==> src/rtl/bullet_collision_scanner.sv <==
// Per-frame scan of the bullet table against the player box, applying damage/heal to HP.
// Optional invulnerability window: define BULLET_SCAN_INVULN_EN.
module bullet_collision_scanner #(
   parameter int NUM_BULLETS   = 3,
   parameter int HP_INIT       = 20,
   parameter int DAMAGE        = 4,
   parameter int HEAL          = 1,
   parameter int INVULN_FRAMES = 30
) (
   input  logic                   clk,
   input  logic                   rst_n,
   input  logic                   start,
   input  logic [15:0]            player_pos,
   input  logic [15:0]            player_size,
   input  logic                   player_moving,
   output logic [2:0]             index2,
   input  logic [15:0]            position2,
   input  logic [15:0]            size2,
   input  logic [1:0]             color2,
   input  logic                   isRender2,
   output logic [NUM_BULLETS-1:0] indexCollide,
   output logic                   isComplete,
   output logic [7:0]             hp,
   output logic                   dead,
   output logic                   hit
`ifdef BULLET_SCAN_INVULN_EN
   ,
   output logic                   invuln
`endif
);

   // state | meaning
   // IDLE  | waiting for start
   // SCAN  | one bullet evaluated per cycle, index2 walks 0..NUM_BULLETS-1
   // DONE  | isComplete pulse, mask and hp valid
   typedef enum logic [1:0] {IDLE, SCAN, DONE} state_t;

   localparam logic [3:0] LAST     = 4'(NUM_BULLETS - 1);
   localparam logic [7:0] HP_MAX   = 8'(HP_INIT);
   localparam logic [7:0] DMG      = 8'(DAMAGE);
   localparam logic [8:0] HEAL_AMT = 9'(HEAL);

   state_t                 state;
   logic [3:0]             idx;
   logic [NUM_BULLETS-1:0] mask, mask_next;
   logic                   hit_acc, hurt, heal, keep, overlap, inv_active;
   logic [7:0]             hp_next;
   logic [8:0]             px, py, pw, ph, bx, by, bw, bh, heal_sum;

   assign index2   = idx[2:0];
   assign px       = {1'b0, player_pos[15:8]};
   assign py       = {1'b0, player_pos[7:0]};
   assign pw       = {1'b0, player_size[15:8]};
   assign ph       = {1'b0, player_size[7:0]};
   assign bx       = {1'b0, position2[15:8]};
   assign by       = {1'b0, position2[7:0]};
   assign bw       = {1'b0, size2[15:8]};
   assign bh       = {1'b0, size2[7:0]};
   assign heal_sum = {1'b0, hp} + HEAL_AMT;

   // 9-bit edges so boxes near 255 cannot wrap; empty boxes never overlap
   assign overlap = (pw != 9'd0) && (ph != 9'd0) && (bw != 9'd0) && (bh != 9'd0) &&
                    (bx < px + pw) && (px < bx + bw) && (by < py + ph) && (py < by + bh);

`ifdef BULLET_SCAN_INVULN_EN
   localparam logic [7:0] INV_LOAD = 8'(INVULN_FRAMES);
   logic [7:0] inv_cnt;
   logic       inv_loaded;
   assign inv_active = (inv_cnt != 8'd0);
   assign invuln     = inv_active;
`else
   assign inv_active = 1'b0;
`endif

   always_comb begin
      hurt = 1'b0;
      heal = 1'b0;
      if (isRender2 && overlap) begin
         case (color2)
            2'd0:    hurt = !inv_active;
            2'd1:    heal = 1'b1;
            2'd2:    hurt = player_moving && !inv_active;
            default: ;
         endcase
      end
      keep    = isRender2 && !hurt && !heal;
      hp_next = hp;
      if (hp != 8'd0) begin
         if (hurt)
            hp_next = (hp > DMG) ? hp - DMG : 8'd0;
         else if (heal)
            hp_next = (heal_sum > {1'b0, HP_MAX}) ? HP_MAX : heal_sum[7:0];
      end
      mask_next = mask;
      for (int i = 0; i < NUM_BULLETS; i++)
         if (idx == 4'(i)) mask_next[i] = keep;
   end

   always_ff @(posedge clk) begin
      if (!rst_n) begin
         state        <= IDLE;
         idx          <= 4'd0;
         mask         <= '1;
         indexCollide <= '1;
         isComplete   <= 1'b0;
         hit          <= 1'b0;
         hit_acc      <= 1'b0;
         hp           <= HP_MAX;
         dead         <= 1'b0;
`ifdef BULLET_SCAN_INVULN_EN
         inv_cnt      <= 8'd0;
         inv_loaded   <= 1'b0;
`endif
      end else begin
         isComplete <= 1'b0;
         hit        <= 1'b0;
         case (state)
            IDLE: begin
               if (start) begin
                  state   <= SCAN;
                  idx     <= 4'd0;
                  mask    <= '1;
                  hit_acc <= 1'b0;
`ifdef BULLET_SCAN_INVULN_EN
                  inv_loaded <= 1'b0;
`endif
               end
            end
            SCAN: begin
               hp      <= hp_next;
               dead    <= dead | (hp_next == 8'd0);
               mask    <= mask_next;
               hit_acc <= hit_acc | hurt;
               idx     <= idx + 4'd1;
`ifdef BULLET_SCAN_INVULN_EN
               if (hurt) begin
                  inv_cnt    <= INV_LOAD;
                  inv_loaded <= 1'b1;
               end
`endif
               if (idx == LAST) begin
                  state        <= DONE;
                  indexCollide <= mask_next;
                  isComplete   <= 1'b1;
                  hit          <= hit_acc | hurt;
`ifdef BULLET_SCAN_INVULN_EN
                  // the scan that loaded the window does not count against it
                  if (inv_active && !inv_loaded)
                     inv_cnt <= inv_cnt - 8'd1;
`endif
               end
            end
            DONE: begin
               state <= IDLE;
               idx   <= 4'd0;
            end
            default: state <= IDLE;
         endcase
      end
   end

endmodule

==> config.mk <==
export PLATFORM = sky130hd
export DESIGN_NAME = bullet_collision_scanner
export DESIGN_NICKNAME = d
export VERILOG_FILES = /design/src/rtl/bullet_collision_scanner.sv
export SDC_FILE = /design/constraint.sdc
export NUM_CORES = 1
export LEC_CHECK = 0
export ABC_AREA = 1
export CELL_PAD_IN_SITES_DETAIL_PLACEMENT = 0
export CELL_PAD_IN_SITES_GLOBAL_PLACEMENT = 1
export CORE_MARGIN = 2
export CORE_UTILIZATION = 36
export CTS_BUF_LIST = sky130_fd_sc_hd__clkbuf_8
export CTS_CLUSTER_DIAMETER = 50
export CTS_CLUSTER_SIZE = 16
export DETAILED_ROUTE_END_ITERATION = 16
export PLACE_DENSITY = 0.89
export SLEW_MARGIN = 20
export SYNTH_ARGS = -nofsm -noshare
export SYNTH_HDL_FRONTEND = slang
export SYNTH_SLANG_ARGS = --single-unit
==> constraint.sdc <==
create_clock -name clk -period 4.25 [get_ports clk]
set_input_delay 0.85 -clock clk [delete_from_list [all_inputs] [get_ports clk]]
set_output_delay 0.85 -clock clk [all_outputs]
set_load 0.02 [all_outputs]
## Yosys cells after proc, flatten, opt, wreduce, memory -nomap -nowiden

Index checks and enable logic that the tools add are counted.

| storage, ports and cells | value |
|---|---|
| register bits after elaboration | 24 |
| latch bits | 0 |
| memory bits (writable) | 0 |
| ROM bits | 0 |
| input bits | 71 |
| output and inout bits | 17 |
| memories | 0 |

| operators by class | value |
|---|---|
| add/subtract/negate cells | 7 |
| $mul | 0 |
| div/mod/pow operators | 0 |
| magnitude comparators | 6 |
| equal/unequal tests | 8 |
| shifts and indexed selects | 0 |
| multiplexer cells | 22 |
| bitwise logic cells | 2 |
| reductions and logical operators | 29 |

Operators with widths:

| kind | count |
|---|---|
| two-way mux 8 bit | 5 |
| adder 8 x 8 -> 9 bit | 4 |
| < comparator 8 x 9 -> 1 bit | 4 |
| nonzero test 9 bit | 4 |
| one-hot mux 4 bit (3 select lines) | 1 |
| logical AND 1 bit | 10 |
| AND reduction 2 bit | 5 |
| adder 8 x 1 -> 9 bit (second input constant) | 1 |
| greater-than comparator 9 x 5 -> 1 bit (second input constant) | 1 |
| greater-than comparator 8 x 3 -> 1 bit (second input constant) | 1 |
| zero test 8 bit | 1 |
| two-way mux 1 bit | 8 |
| nonzero test 8 bit | 1 |
| subtractor 8 x 3 -> 8 bit (second input constant) | 1 |
| one-hot mux 3 bit (2 select lines) | 1 |
| adder 4 x 1 -> 4 bit (second input constant) | 1 |
| equality test 2 x 1 -> 1 bit (second input constant) | 2 |
| equality test 2 bit (second input constant) | 2 |
| equality test 4 x 1 -> 1 bit (second input constant) | 1 |
| equality test 4 x 2 -> 1 bit (second input constant) | 1 |
| zero test 2 bit | 2 |
| zero test 4 bit | 1 |
| two-way mux 2 bit | 2 |
| two-way mux 4 bit | 1 |
| other kinds (9) | 13 |

## Longest topological paths before layout

Gate-level depths: netlist of run 1.

| logic depth | value |
|---|---|
| depth after elaboration | 15 |
| depth in mapped cells | 27 |

## Worst setup path before layout of run 1

No wires, ideal clock.

| timing path | value |
|---|---|
| path kind | in2reg |
| start point | input position2[0] |
| end point | register dead |
| setup time | 131 ps |
| arrival time | 3500 ps |
| required time | 4119 ps |
| setup slack | 619 ps |
| stages | 26 |
| path through | ha_1 -> inv_1 -> fa_1 -> o21ai_1 -> nand2_1 -> nand2_1 -> a21oi_1 -> xor2_1 -> ha_1 -> nand2_1 -> inv_1 -> nand2_1 -> nand2_1 -> nand2_1 -> nand2_1 -> nand2_1 -> nand2_2 -> nor2_4 -> nand2_2 -> buf_6 -> o21ai_1 -> nand2_1 -> nand2_1 -> nor2_1 -> nand3_1 -> a21oi_2 |

| between the ends | value |
|---|---|
| word-level cells in the longest chain between the ends | 10 |

Ends and longest elaborated chain:

| what | RTL line | text |
|---|---|---|
| from (decl) | 17 | `input logic [15:0] position2,` |
| adder 8 x 8 -> 9 bit or < comparator 8 x 9 -> 1 bit (tied branches) | 63 | `(bx < px + pw) && (px < bx + bw) && (by < py + ph) && (py < by + bh);` |
| < comparator 8 x 9 -> 1 bit or logical AND 1 bit (tied branches) | 63 |  |
| logical AND 1 bit * | 63 |  |
| logical AND 1 bit * | 78 | `if (isRender2 && overlap) begin` |
| two-way mux 1 bit | 78 |  |
| two-way mux 8 bit | 91 | `else if (heal)` |
| two-way mux 8 bit * | 89 | `if (hurt)` |
| two-way mux 8 bit * | 88 | `if (hp != 8'd0) begin` |
| zero test 8 bit * | 131 | `dead <= dead \| (hp_next == 8'd0);` |
| bitwise OR 1 bit * | 131 |  |
| to (signal assigned) | 131 |  |
| to (decl) | 24 | `output logic dead,` |

Mark *: on every way between the ends. The rest lies on a longest branch, timed or not.
A chain may end at the register's enable or synchronous reset.

## Worst setup path after layout of run 1

| timing path | value |
|---|---|
| start point | input position2[8] |
| end point | register hp[3] |

| between the ends | value |
|---|---|
| word-level cells in the longest chain between the ends | 10 |

Ends and longest elaborated chain:

| what | RTL line | text |
|---|---|---|
| adder 8 x 8 -> 9 bit or < comparator 8 x 9 -> 1 bit (tied branches) | 63 |  |
| < comparator 8 x 9 -> 1 bit or logical AND 1 bit (tied branches) | 63, 62 |  |
| logical AND 1 bit * (3 in a row) | 63 |  |
| logical AND 1 bit * | 78 |  |
| two-way mux 1 bit | 78 |  |
| two-way mux 8 bit | 91 |  |
| two-way mux 8 bit * | 89 |  |
| two-way mux 8 bit * | 88 |  |
| to (signal assigned) | 130 | `hp <= hp_next;` |
| to (decl) | 23 | `output logic [7:0] hp,` |

Marks and branches as above.

==> flow_summary.toml, run 1 <==
[yosys]
syn_area_per_cell_um2 = 6.53
ys_async_sr_fraction_pct = 0
yosys.area_share.adder_pct = 27.5
yosys.area_share.simple_pct = 26.5
synth_flop_cell = "dfxtp_1"
syn_inst = 539
yosys_warnings = 0
synth-seq-area-share_pct = 13.7
synth_mux_area_share_pct = 0
synth_top_family_by_area = "adder cells"
synth-seq-cells = 24
syn_area_mm2 = 0.00352
synth_edf_count = 0
synth_xor_area_share_pct = 6.47
synth_fp_nets = 685
synth_cell_types = 33
synth_compound_area_share_pct = 15.5

[setup_path]
cp_slowest_cell = "clkdlybuf4s50_1"
crit_required_ps = 4420
max_stage_delay_ps = 440
critPathKind = "in -> reg"
crit_top_cell = "nand2_1"
critPathMaxFanout = 9
cp-end-kind = "flip-flop"
startpoint_type = "primary input"
cp.arrival_ps = 4150

[die]
initial_core_util_pct = 36.5
core_area_mm2 = 0.00964
rows = 36
die_height_um = 103
die_w_um = 103
die_area_mm2 = 0.0106
io_pins = 88

[timing]
setup_ws_ps = 275
finalHoldWorstSlack_ps = 476
slew_headroom_pct = 41.5
maxSlewViolCount = 0
worstMarginPinSlew_ps = 869
rsz0062_at_grt = "false"
fin_crit_sh_pct = 93.5
fin_crit_ps = 3980
hold_viol = 0
setup_viol = 0
fmax_mhz = 252
skew_ps = 5.15

[clock_network]
cts_buffers = 3
clk_pin_slew_ps = 80
ctsResizeCount = 0
clkSinkCount = 24
root_buffer = "clkbuf_8"
cts_max_level = 1
cts_setup_buffers = 0
clk_latency_ps = 260
ctsHoldBuffers = 0
cts_tree = "built"
clk_path_buf_depth = 2

[drt]
wl_met2_mm = 4.79
wl_met1_mm = 4.47
drc = 0
drt-vias-per-instance = 4.85
routed_wl_mm = 9.59
dr.pass1.iters = 4
routedWlPerCell_um = 12.2
drtIter0Drc = 95
postRouteAntennaNets = 0
wl_met3_um = 264
highest_layer = "met4"
dr_total_vias = 3797

[global_routing]
grt_pass1_wl_mm = 16.0
grt_pass1_vias = 3726
grt_util_all_layers_pct = 18.2
antenna_found_initial = 0
grt_remaining_overflow = 0
grt_max_degree = 21

[job]
drv_cap = 0

[place]
hpwl_mm = 8.11
place_ws_ps = -123
place.gp.congestion = 0.965
port_buffers = 87

[final_layout]
final_nets = 797
drive_gt1_share_pct = 8.00
area_growth_pct = 37.9
antenna_cells = 0

[power]
power.internal_mw = 0.641
clock_power_share_pct = 18.8
switching_power_mw = 0.410
swShare_pct = 39.0
p_leak_nw = 2.44
combPwrFrac_pct = 57.1
ir_drop_mv = 0.140
total_power_mw = 1.05
seqPwrFrac_pct = 24.1
cellPowerDensity_mw_per_mm2 = 217

[status]
status = "completed"

[min_path]
hold_class = "reg -> reg"
critical path, delay by kind of cell:
family,cells,cell delay (ps)
buffers and inverters,4,710
AO/OA/AOI/OAI,2,340
adder cells (fa/ha/maj),3,890
AND/OR/NAND/NOR,15,1160
XOR/XNOR,1,180
flip-flops by register name (all words and copies together), names as in the netlist:
name	count
mask	3
hit	1
indexCollide	3
isComplete	1
state	2
idx	4
hit_acc	1
dead	1
hp	8
through the flow:
step	utilization [%]	TNS, ps	instances	instance area [µm²]
2_1_floorplan	-	0	539	3520
3_3_place_gp	48.8	-138	778	4700
3_5_place_dp	48.8	-328	778	4700
4_1_cts	49.5	0	782	4780
5_1_grt	50.3	0	783	4850
6_report	50.3	0	783	4850
synthesized netlist by cell type, types with 4 or more instances:
cell type / instances / area (µm²)
a21oi_1: 63 / 315
dfxtp_1: 24 / 480
fa_1: 4 / 80.1
ha_1: 71 / 888
inv_1: 82 / 308
nand2_1: 126 / 473
nand3_1: 37 / 185
nand4_1: 5 / 31.3
nor2_1: 35 / 131
nor4_1: 7 / 43.8
o21ai_0: 21 / 105
o21ai_1: 6 / 30.0
xnor2_1: 8 / 70.1
xor2_1: 18 / 158
kinds of logic after synthesis:
family / count (synthesis)
AO/OA/AOI/OAI: 103
buffers and inverters: 91
XOR/XNOR: 26
flip-flops: 24
adder cells (fa/ha/maj): 75
AND/OR/NAND/NOR: 220
area by class of cell:
cell class / count / area (µm²)
Tap cell: 133 / 166
Sequential cell: 24 / 480
Clock buffer: 3 / 41.3
Fill cell: 1008 / 4790
Inverter: 84 / 315
Clock inverter: 1 / 30.0
Timing Repair Buffer: 113 / 1070
Multi-Input combinational cell: 425 / 2750
path summary, 6_finish.rpt:
kind	depth (start not counted)	endpoint	slack, ps	from
min	2	dead	480	dead
max reg2reg	14	dead	1930	hp[2]
min reg2reg	2	dead	480	dead
max	25	hp[3]	270	position2[8]
power groups by stage:
| stage | Clock, mW | Combinational, mW | Sequential, mW |
|---|---|---|---|
| 2_1_floorplan | 0 | 0.362 | 0.263 |
| 3_3_place_gp | 0 | 0.564 | 0.259 |
| 3_5_place_dp | 0 | 0.578 | 0.259 |
| 4_1_cts | 0.205 | 0.582 | 0.254 |
| 5_1_grt | 0.216 | 0.687 | 0.256 |
| 6_report | 0.197 | 0.600 | 0.254 |
cells in the final DEF (no fill, tap or decap), drive strengths merged, types with 2 or more instances in the layout:
| cell | count |
|---|---|
| buf | 26 |
| xor2 | 18 |
| nor4 | 7 |
| o21ai | 28 |
| nand4 | 5 |
| nor3 | 3 |
| xnor2 | 8 |
| nand3 | 39 |
| nand2 | 129 |
| a31oi | 3 |
| clkdlybuf4s50 | 87 |
| ha | 71 |
| fa | 4 |
| clkbuf | 3 |
| dfxtp | 24 |
| a21oi | 64 |
| inv | 83 |
| nor2 | 37 |
| a21o | 3 |
| o211ai | 2 |
layer usage:
| metal | GRT usage [%] | vias up |
|---|---|---|
| met3 | 1.15 | 6 |
| li1 | - | 2006 |
| met5 | 0 | - |
| met4 | 2.53 | 0 |
| met2 | 34.5 | 64 |
| met1 | 23.1 | 1721 |
No activity file was read; power rests on OpenSTA's default activity.
==> run 2: changes to the inputs <==
- SLEW_MARGIN: 20 -> not set
==> results of run 2 <==
The final DEF is identical to that of run 1; final timing and power are the same.
